## config.mk

```make
export PLATFORM = sky130hd
export DESIGN_NAME = mac_fp_dot5_seq
export DESIGN_NICKNAME = d
export VERILOG_FILES = /design/src/rtl/mac_fp_dot5_seq.sv
export SDC_FILE = /design/constraint.sdc
export NUM_CORES = 1
export LEC_CHECK = 0
export CORE_ASPECT_RATIO = 1.5
export CORE_MARGIN = 5
export CORE_UTILIZATION = 25
export CTS_CLUSTER_DIAMETER = 30
export DETAILED_ROUTE_END_ITERATION = 6
export PLACE_DENSITY = 0.52
export SETUP_SLACK_MARGIN = 0.4
export SLEW_MARGIN = 20
export SYNTH_ARGS = -nofsm -noshare
export SYNTH_HDL_FRONTEND = slang
export SYNTH_SLANG_ARGS = --single-unit
```

## constraint.sdc

```tcl
create_clock -name clk -period 13.79 [get_ports clk]
set_input_delay 2.0685 -clock clk [delete_from_list [all_inputs] [get_ports clk]]
set_output_delay 2.0685 -clock clk [all_outputs]
set_load 0.1 [all_outputs]
```

## src/rtl/mac_fp_dot5_seq.sv

```systemverilog
// mac_fp_dot5_seq: sequencer closing the accumulation loop around a
// combinational 5-way-select FP MAC to produce a TERMS-long dot product.
module mac_fp_dot5_seq #(
  parameter int inst_sig_width = 23,
  parameter int inst_exp_width = 8,
  parameter int TERMS          = 5
) (
  input  logic                                                clk,
  input  logic                                                rst,
  input  logic                                                start,
  input  logic                                                abort,
  input  logic [(inst_sig_width+inst_exp_width+1)*TERMS-1:0]  b_vec,
  input  logic [inst_sig_width+inst_exp_width:0]              c_init,
  input  logic [2:0]                                          rnd,
  output logic                                                busy,
  output logic                                                done,
  output logic [inst_sig_width+inst_exp_width:0]              result,
  output logic [7:0]                                          status_or,
  output logic [2:0]                                          mac_select,
  output logic [inst_sig_width+inst_exp_width:0]              mac_b,
  output logic [inst_sig_width+inst_exp_width:0]              mac_c,
  output logic [2:0]                                          mac_rnd,
  input  logic [inst_sig_width+inst_exp_width:0]              mac_z,
  input  logic [7:0]                                          mac_status
);

  localparam int W = inst_sig_width + inst_exp_width + 1;
  localparam logic [2:0] LAST = 3'(TERMS - 1);

  typedef enum logic [1:0] {
    IDLE,
    RUN,
    DONE
  } state_t;

  state_t             state;
  state_t             state_nx;
  logic [2:0]         idx;
  logic [W-1:0]       acc;
  logic [W*TERMS-1:0] b_lat;
  logic [2:0]         rnd_lat;
  logic [7:1]         stat;
  logic [7:0]         stat_nx;
  logic [W-1:0]       b_sel;
  logic               accept;
  logic               last;

  assign accept  = start && (state == IDLE || state == DONE);
  assign last    = (idx == LAST);
  assign stat_nx = {stat | mac_status[7:1], mac_status[0]};

  // State register
  always_ff @(posedge clk or posedge rst) begin
    if (rst) state <= IDLE;
    else     state <= state_nx;
  end

  // Next-state logic; abort only matters while running
  always_comb begin
    state_nx = state;
    unique case (state)
      IDLE:    if (start) state_nx = RUN;
      RUN: begin
        if (abort)     state_nx = IDLE;
        else if (last) state_nx = DONE;
      end
      DONE:    state_nx = start ? RUN : IDLE;
      default: state_nx = IDLE;
    endcase
  end

  // Pick the latched b operand for the current term
  always_comb begin
    b_sel = '0;
    for (int i = 0; i < TERMS; i++) begin
      if (idx == 3'(i)) b_sel = b_lat[W*i +: W];
    end
  end

  // Requester handshake and MAC drive; MAC inputs are parked at zero
  // outside RUN so the datapath is quiet between operations
  always_comb begin
    busy       = (state == RUN);
    done       = (state == DONE);
    mac_select = 3'd0;
    mac_b      = '0;
    mac_c      = '0;
    mac_rnd    = rnd_lat;
    if (state == RUN) begin
      mac_select = idx;
      mac_b      = b_sel;
      mac_c      = acc;
    end
  end

  // Operand latch, accumulation loop and result capture
  always_ff @(posedge clk or posedge rst) begin
    if (rst) begin
      idx       <= 3'd0;
      acc       <= '0;
      b_lat     <= '0;
      rnd_lat   <= 3'd0;
      stat      <= '0;
      result    <= '0;
      status_or <= 8'd0;
    end else if (accept) begin
      idx     <= 3'd0;
      acc     <= c_init;
      b_lat   <= b_vec;
      rnd_lat <= rnd;
      stat    <= '0;
    end else if (state == RUN) begin
      if (abort) begin
        idx <= 3'd0;
      end else begin
        acc  <= mac_z;
        stat <= stat_nx[7:1];
        idx  <= last ? 3'd0 : idx + 3'd1;
        if (last) begin
          result    <= mac_z;
          status_or <= stat_nx;
        end
      end
    end
  end

endmodule

```

== After elaboration in Yosys (flattened, before gate mapping) ==
Cells that the tools add are included.

* Flip-flop bits (word level): 247
* Output and inout bits: 112
* Word-level logic and storage cells: 52
* Bits of input ports: 239

* Multiplexer cells: 23
* Equality and inequality tests: 9
* Reduce and logical (&&, ||, !) cells: 8
* Bitwise logic cells: 3
* Add/subtract/negate cells: 1

{| class="wikitable"
|+ Operator list
! kind !! number
|-
| two-way mux 32 bit || 10
|-
| two-way mux 7 bit || 3
|-
| two-way mux 3 bit || 5
|-
| OR 7 bit || 1
|-
| equality test 3 x 2 -> 1 bit (second input constant) || 2
|-
| two-way mux 2 bit || 3
|-
| case mux 2 bit (3 select lines) || 1
|-
| AND reduction 2 bit || 2
|-
| AND reduction 4 bit || 1
|-
| adder 3 x 1 -> 3 bit (second input constant) || 1
|-
| equality test 3 x 1 -> 1 bit (second input constant) || 1
|-
| equality test 3 bit (second input constant) || 1
|-
| zero test 3 bit || 1
|-
| inequality test 3 x 2 -> 1 bit (second input constant) || 1
|-
| equality test 2 x 1 -> 1 bit (second input constant) || 1
|-
| equality test 2 bit (second input constant) || 1
|-
| zero test 2 bit || 1
|-
| inequality test 2 x 1 -> 1 bit (second input constant) || 1
|-
| inequality test 2 bit (second input constant) || 1
|-
| NOT 1 bit || 2
|-
| nonzero test 2 bit || 1
|-
| logical AND 1 bit || 1
|-
| logical OR 1 bit || 1
|-
| two-way mux 1 bit || 1
|}

== Logic depth before layout (Yosys ltp) ==
Gate-level depths: netlist of run 1.

* Depth in word-level cells: 7
* Mapped depth: 9
* Mapped depth without buffers: 6

== Worst setup path before layout of run 1 ==
Ideal clock, no wire load.

* Path type: reg-to-output
* Start: register idx[2]
* End: output port mac_b[21]
* Arrival: 4.009 ns
* Buffers on the path: 5
* Slack: 7.713 ns
* Cell stages (with the launch flop): 10
* Data required time: 11.721 ns
* Cells stage by stage: dfrtp_1 -> buf_2 -> clkbuf_1 -> inv_1 -> ha_1 -> clkbuf_1 -> or3_1 -> buf_2 -> buf_6 -> o32ai_1

* Longest elaborated chain between the ends: 7
* Elaborated cells on any way between the ends: 11

{| class="wikitable"
|+ RTL lines
! item !! RTL line !! text
|-
| start: declaration || 38 || <nowiki>logic [2:0] idx;</nowiki>
|-
| start signal: assignment || 118 || <nowiki>idx <= last ? 3'd0 : idx + 3'd1;</nowiki>
|-
| zero test 3 bit || 76 || <nowiki>if (idx == 3'(i)) b_sel = b_lat[W*i +: W];</nowiki>
|-
| two-way mux 32 bit (4 in a row) || 76 ||
|-
| two-way mux 32 bit * || 76 ||
|-
| two-way mux 32 bit * || 89 || <nowiki>if (state == RUN) begin</nowiki>
|-
| end: declaration || 20 || <nowiki>output logic [inst_sig_width+inst_exp_width:0] mac_b,</nowiki>
|}

Mark *: on every way between the ends. The rest lies on a longest branch, timed or not.

== Final worst setup path of run 1 ==
* Start: register idx[0]
* End: output port mac_b[16]

Same word-level chain as after synthesis.

==> impl_metrics.yaml, run 1 <==
setup_path:
  crit_path_end_kind: "output port"
  critPathRequiredTime_ns: 11.72
  critPathLaunch: "idx[0]$_DFFE_PP0P_"
  crit_fanout: 36
  critPathKind: "register to output port"
  worstReg2RegStart: "idx[0]$_DFFE_PP0P_"
  cp-start-kind: "register"
  arrival_ns: 4.45
sta:
  worst_clock_skew_ns: 0.0199
  holdWs_ns: 0.463
  fmax_mhz: 154
  hold_violations: 0
  layout_setup_ws_ns: 7.28
  setup_viol: 0
  grt_setup_unrepaired: "no"
  maxSlewViolCount: 0
  worstMarginPinSlew_ns: 1.09
  period_needed_ns: 6.51
  period_share_pct: 47.2
  slew_headroom_pct: 27.2
  tns_ns: 0
routing:
  antenna_left: 0
  via_per_inst: 4.64
  drt_iter0_drc: 551
  vias: 10400
  dr.pass1.iters: 5
  wl_mm: 43.4
  wl_per_cell_um: 19.4
  route.detailed.drc: 0
min_path:
  holdCritPathClass: "register to register"
  worst_hold_startpoint: "b_lat[145]$_DFFE_PP0N_"
synthesis:
  yosysUniqueCellTypes: 29
  synth_area_leaders: "dfrtp_1 54%, nand2_1 18%, nor2b_1 3.6%"
  synthTopCellsByCount: "558 x nand2_1, 247 x dfrtp_1, 66 x nor2b_1"
  ys_async_sr_fraction_pct: 100
  synth_most_common_cell: "nand2_1"
  yosys.area.top_type: "dfrtp_1"
  syn-instance-count: 1292
  yosys_warnings: 0
  ys_ff_latch: 247
  seq_area_frac_synth_pct: 54.3
  synth_fp_nets: 1536
  syn_area_sq_mm: 0.0114
  ys.flop_type: "dfrtp_1"
  synth_top_area_share_pct: 54.3
  synth-edff-count: 0
  avgSynthCellArea_sq_um: 8.81
floorplanning:
  dieArea_sq_mm: 0.0500
  die_h_um: 271
  initial_core_util_pct: 25.3
  rows: 95
  core_area_sq_mm: 0.0449
  ios: 351
  die_w_um: 184
placed_design:
  gp_congestion: 0.804
  hpwl_mm: 29.9
  post-place-cells: 2136
  pre_cts_ws_ns: 7.74
  numPortBuffers: 350
  placed_area_sq_mm: 0.0153
clock_tree:
  cts_hold_buf: 0
  clockBufferDepth: 3
  cts_resized: 0
  cts.sinks: 247
  postCtsSetupBuffers: 0
  clk_latency_ns: 0.55
  cts_root_buffer: "clkbuf_16"
  htreeDepth: 2
  clkTransAtPathRegs_ns: 0.05
  tritoncts: "done"
  cts_inserted_buffers: 53
grt:
  antenna_found_initial: 7
  grt_pass1_vias: 11100
  grt_max_degree: 135
  grt-ovfl-total: 0
  grt_usage_pct: 16.6
  grt_pass1_wl_mm: 65.3
finish:
  final_cell_area_sq_mm: 0.0172
  regArea_sq_mm: 0.00618
  nets: 1854
  fin_util_pct: 38.3
  area_growth_pct: 51.4
  drive_above_1_share_pct: 7.40
  num-fill-cells: 4516
  multi_input_area_sq_mm: 0.00476
  final_cells: 2238
status:
  status: "complete, no violations"
power:
  ir_drop_mv: 0.0824
  power.internal_mw: 2.13
  p_sw_share_pct: 39.7
  finalPower_mw: 3.53
  powerDensity_mw_per_mm2: 205
  leakagePower_nw: 7.94
  seqPwrFrac_pct: 27.9
  clkPwrFrac_pct: 37.0
  p_switching_mw: 1.40
  combPwrFrac_pct: 35.1
job:
  cap_violations: 0
[sequential cells by signal (all words and copies together) (netlist names)]
signal	flops
acc	32
status_or	8
b_lat	160
state	2
idx	3
result	32
mac_rnd	3
stat	7
[final cells by class]
type	instances	share of cell area, %
inverter	6	0.174
tap	582	4.23
clock buffer	65	8.42
multi-input combinational	936	27.6
antenna	7	0.102
sequential	247	35.9
timing repair buffer	366	21.3
clock inverter	29	2.29
[kinds of logic after synthesis]
family | count (synthesis) | share of synthesized area [%]
fa+ha+maj | 5 | 0.550
buf+inv | 109 | 4.18
mux | 33 | 3.26
compound gates | 153 | 9.58
simple gates | 745 | 28.1
flops | 247 | 54.3
[layer usage]
| layer | global-route usage, % | up-vias | share of wire, % |
|---|---|---|---|
| met4 | 6.50 | 0 | 3.3 |
| met5 | 0 | - | 0 |
| li1 | - | 4928 | - |
| met2 | 29.8 | 349 | 52 |
| met1 | 19.0 | 5032 | 39 |
| met3 | 3.79 | 82 | 6.0 |
[critical path, stage by stage, from the launching register on]
cell,delay (ns)
dfrtp_1,0.41
inv_1,0.14
ha_2,0.63
buf_4,0.48
nand2_2,0.63
a31oi_1,0.39
o32ai_1,0.17
clkdlybuf4s50_1,1.03
[power groups by stage]
stage	Clock, mW	Sequential, mW	Combinational [mW]
detailed placement	0	0.998	1.25
global route	1.37	1.01	1.31
global placement	0	0.997	1.24
floorplan	0	1.15	0.722
finish	1.31	0.987	1.24
CTS	1.34	0.989	1.25
[cell usage in the layout, fill, tap and decap left out, types with 2 or more instances in the layout]
cell type and n:
nor2_1 17, nor3_1 32, o32ai_1 32, clkdlybuf4s50_1 350, clkbuf_8 8, nand2b_4 2
clkinv_2 6, clkinv_4 5, and3_1 32, dfrtp_1 247, clkinvlp_4 5, buf_4 13
ha_2 4, nor2b_1 65, nand2_2 2, and2_1 33, nand2_1 557, a21oi_1 23
a221oi_1 32, diode_2 7, clkbuf_16 53, inv_6 5, inv_1 4, bufinv_16 8
mux2_2 3, a31oi_1 64, mux2_1 30, clkbuf_1 4, buf_16 2
[final timing paths]
kind / end / slack [ns] / cells past startpoint
worst min-delay path: b_lat[145]$_DFFE_PP0N_ / 0.46 / 2
worst max-delay path: mac_b[16] / 7.28 / 7
worst max register to register: status_or[0]$_DFFE_PP0P_ / 10.13 / 7
min in group asynchronous: mac_rnd[2]$_DFFE_PP0N_ / 1.91 / 2
max in group asynchronous: b_lat[79]$_DFFE_PP0N_ / 9.49 / 5
worst min register to register: b_lat[145]$_DFFE_PP0N_ / 0.46 / 2
Note: power is estimated with default switching activity, not from simulation.
==> run 2, diff against run 1 <==
Settings changed: PLACE_DENSITY 0.52 to 0.54.
Clock period 13.79 ns to 5.5 ns, I/O delays scaled along.
==> run 2 against run 1 <==
Net effect: die area is the same; register-to-register slack got worse by 8.2 ns; worst hold slack worse by 0.0011 ns; clock power grew to 2.5 times the previous value; total power increased by 150%; utilization down 0.26 points; cell count about the same; wire length is 4.9% lower.
==> impl_metrics.yaml, run 2 (synthesized netlist as in run 1, its figures left out) <==
setup_path:
  cp-start-kind: "register"
  critPathRequiredTime_ns: 4.68
  reg2reg_depth: 7
  arrival_ns: 3.54
  crit_path_end_kind: "output port"
  worstReg2RegStart: "idx[0]$_DFFE_PP0P_"
  reg2reg_setup_slack_ns: 1.96
  worstReg2RegEnd: "status_or[0]$_DFFE_PP0P_"
  crit_fanout: 41
  critPathKind: "register to output port"
floorplanning:
  die_h_um: 271
  die_w_um: 184
  dieArea_sq_mm: 0.0500
  initial_core_util_pct: 25.3
  core_area_sq_mm: 0.0449
  rows: 95
  ios: 351
job:
  cap_violations: 0
routing:
  wl_mm: 41.2
  dr.pass1.iters: 4
  antenna_left: 0
  wl_per_cell_um: 18.4
  route.detailed.drc: 0
  drt_iter0_drc: 418
  vias: 10200
  via_per_inst: 4.56
power:
  leakagePower_nw: 7.98
  combPwrFrac_pct: 34.9
  seqPwrFrac_pct: 27.8
  powerDensity_mw_per_mm2: 515
  p_sw_share_pct: 39.7
  power.internal_mw: 5.31
  p_switching_mw: 3.50
  ir_drop_mv: 0.224
  clkPwrFrac_pct: 37.2
placed_design:
  gp_congestion: 0.773
  pre_cts_ws_ns: 1.63
  numPortBuffers: 350
  hpwl_mm: 28.3
sta:
  period_needed_ns: 4.37
  slew_headroom_pct: 27.2
  worstMarginPinSlew_ns: 1.09
  hold_violations: 0
  worst_clock_skew_ns: 0.0130
  maxSlewViolCount: 0
  layout_setup_ws_ns: 1.13
  fmax_mhz: 229
  setup_viol: 0
  tns_ns: 0
  period_share_pct: 79.4
  grt_setup_unrepaired: "no"
grt:
  grt_pass1_wl_mm: 63.8
  grt-ovfl-total: 0
  busiest_layer: "met2"
  grt_max_degree: 187
  antenna_found_initial: 8
  use_met1_pct: 18.7
  grt_usage_pct: 16.1
  grt_pass1_vias: 11100
  grt_use_met2_pct: 28.7
  use_met3_pct: 3.17
clock_tree:
  cts_root_buffer: "clkbuf_16"
  tritoncts: "done"
  postCtsSetupBuffers: 0
  clkTransAtPathRegs_ns: 0.05
  cts_resized: 0
  cts.sinks: 247
  htreeDepth: 2
  clockBufferDepth: 3
  clk_latency_ns: 0.54
  cts_hold_buf: 0
  cts_inserted_buffers: 51
status:
  status: "complete, no violations"
finish:
  drive_above_1_share_pct: 9.30
  area_growth_pct: 50.3
  top_regs: "b_lat x160, acc x32, result x32"
  nets: 1849
  num-fill-cells: 4620
  layout_commonest_cell: "nand2_1"
  regMostFlops: "b_lat"
  largest_reg_flops: 160
  fin_util_pct: 38.1
  multi_input_area_sq_mm: 0.00476
  mostFrequentLayoutCells: "557 x nand2_1, 318 x clkdlybuf4s50_1, 246 x dfrtp_1"
  regArea_sq_mm: 0.00618
min_path:
  hold_path_end: "b_lat[17]$_DFFE_PP0N_"
  holdCritPathClass: "register to register"
  worst_hold_startpoint: "b_lat[17]$_DFFE_PP0N_"
  hold-path-cell-count: 2
==> run 2: through the flow <==
stage / hold WS (ns) / std cells / total power [mW] / cell area [sq um]
floorplan: 0.437 / 1292 / 4.70 / 11400
global placement: 0.450 / 2134 / 5.56 / 15300
detailed placement: 0.454 / 2134 / 5.59 / 15300
CTS: 0.466 / 2228 / 8.93 / 17100
global route: 0.483 / 2235 / 9.22 / 17100
finish: 0.462 / 2236 / 8.81 / 17100
==> run 2: worst max path at each step <==
stage	from	end	slack, ns	cells after the start
after floorplan	idx[2]$_DFFE_PP0P_	mac_b[21]	0.67	9
after global placement	state[0]$_DFFE_PP0P_	mac_c[16]	1.74	4
after detailed placement	state[0]$_DFFE_PP0P_	mac_c[5]	1.63	4
after CTS	state[0]$_DFFE_PP0P_	mac_c[5]	1.03	4
after global routing	state[0]$_DFFE_PP0P_	mac_c[13]	0.82	4
final	state[0]$_DFFE_PP0P_	mac_c[5]	1.13	4
==> run 2: power by group through the flow <==
stage | combinational, mW | clock, mW | sequential [mW]
4_1_cts | 3.12 | 3.36 | 2.46
3_3_place_gp | 3.09 | 0 | 2.47
2_1_floorplan | 1.81 | 0 | 2.89
5_1_grt | 3.27 | 3.44 | 2.50
6_report | 3.08 | 3.28 | 2.45
3_5_place_dp | 3.11 | 0 | 2.48
==> run 2: layout make-up <==
class	instances	share of cell area [%]
multi-input cells	936	27.8
diodes	8	0.117
inverters	6	0.154
clock inverters	35	2.82
well taps	582	4.26
flip-flops and latches	247	36.1
repair buffers	363	20.8
clock buffers	59	7.93
==> run 2: layer usage <==
metal	share of wire (%)	wire (um)	vias up
met5	0	0	-
li1	-	-	4939
met4	3.2	1310	0
met3	5.9	2450	74
met2	52	21400	327
met1	39	16100	4860
==> run 2: critical path: stages, from the launching register on <==
cell,delay [ns]
dfrtp_1,0.47
nand2b_4,0.38
inv_1,0.76
and2_1,0.24
clkdlybuf4s50_1,1.14
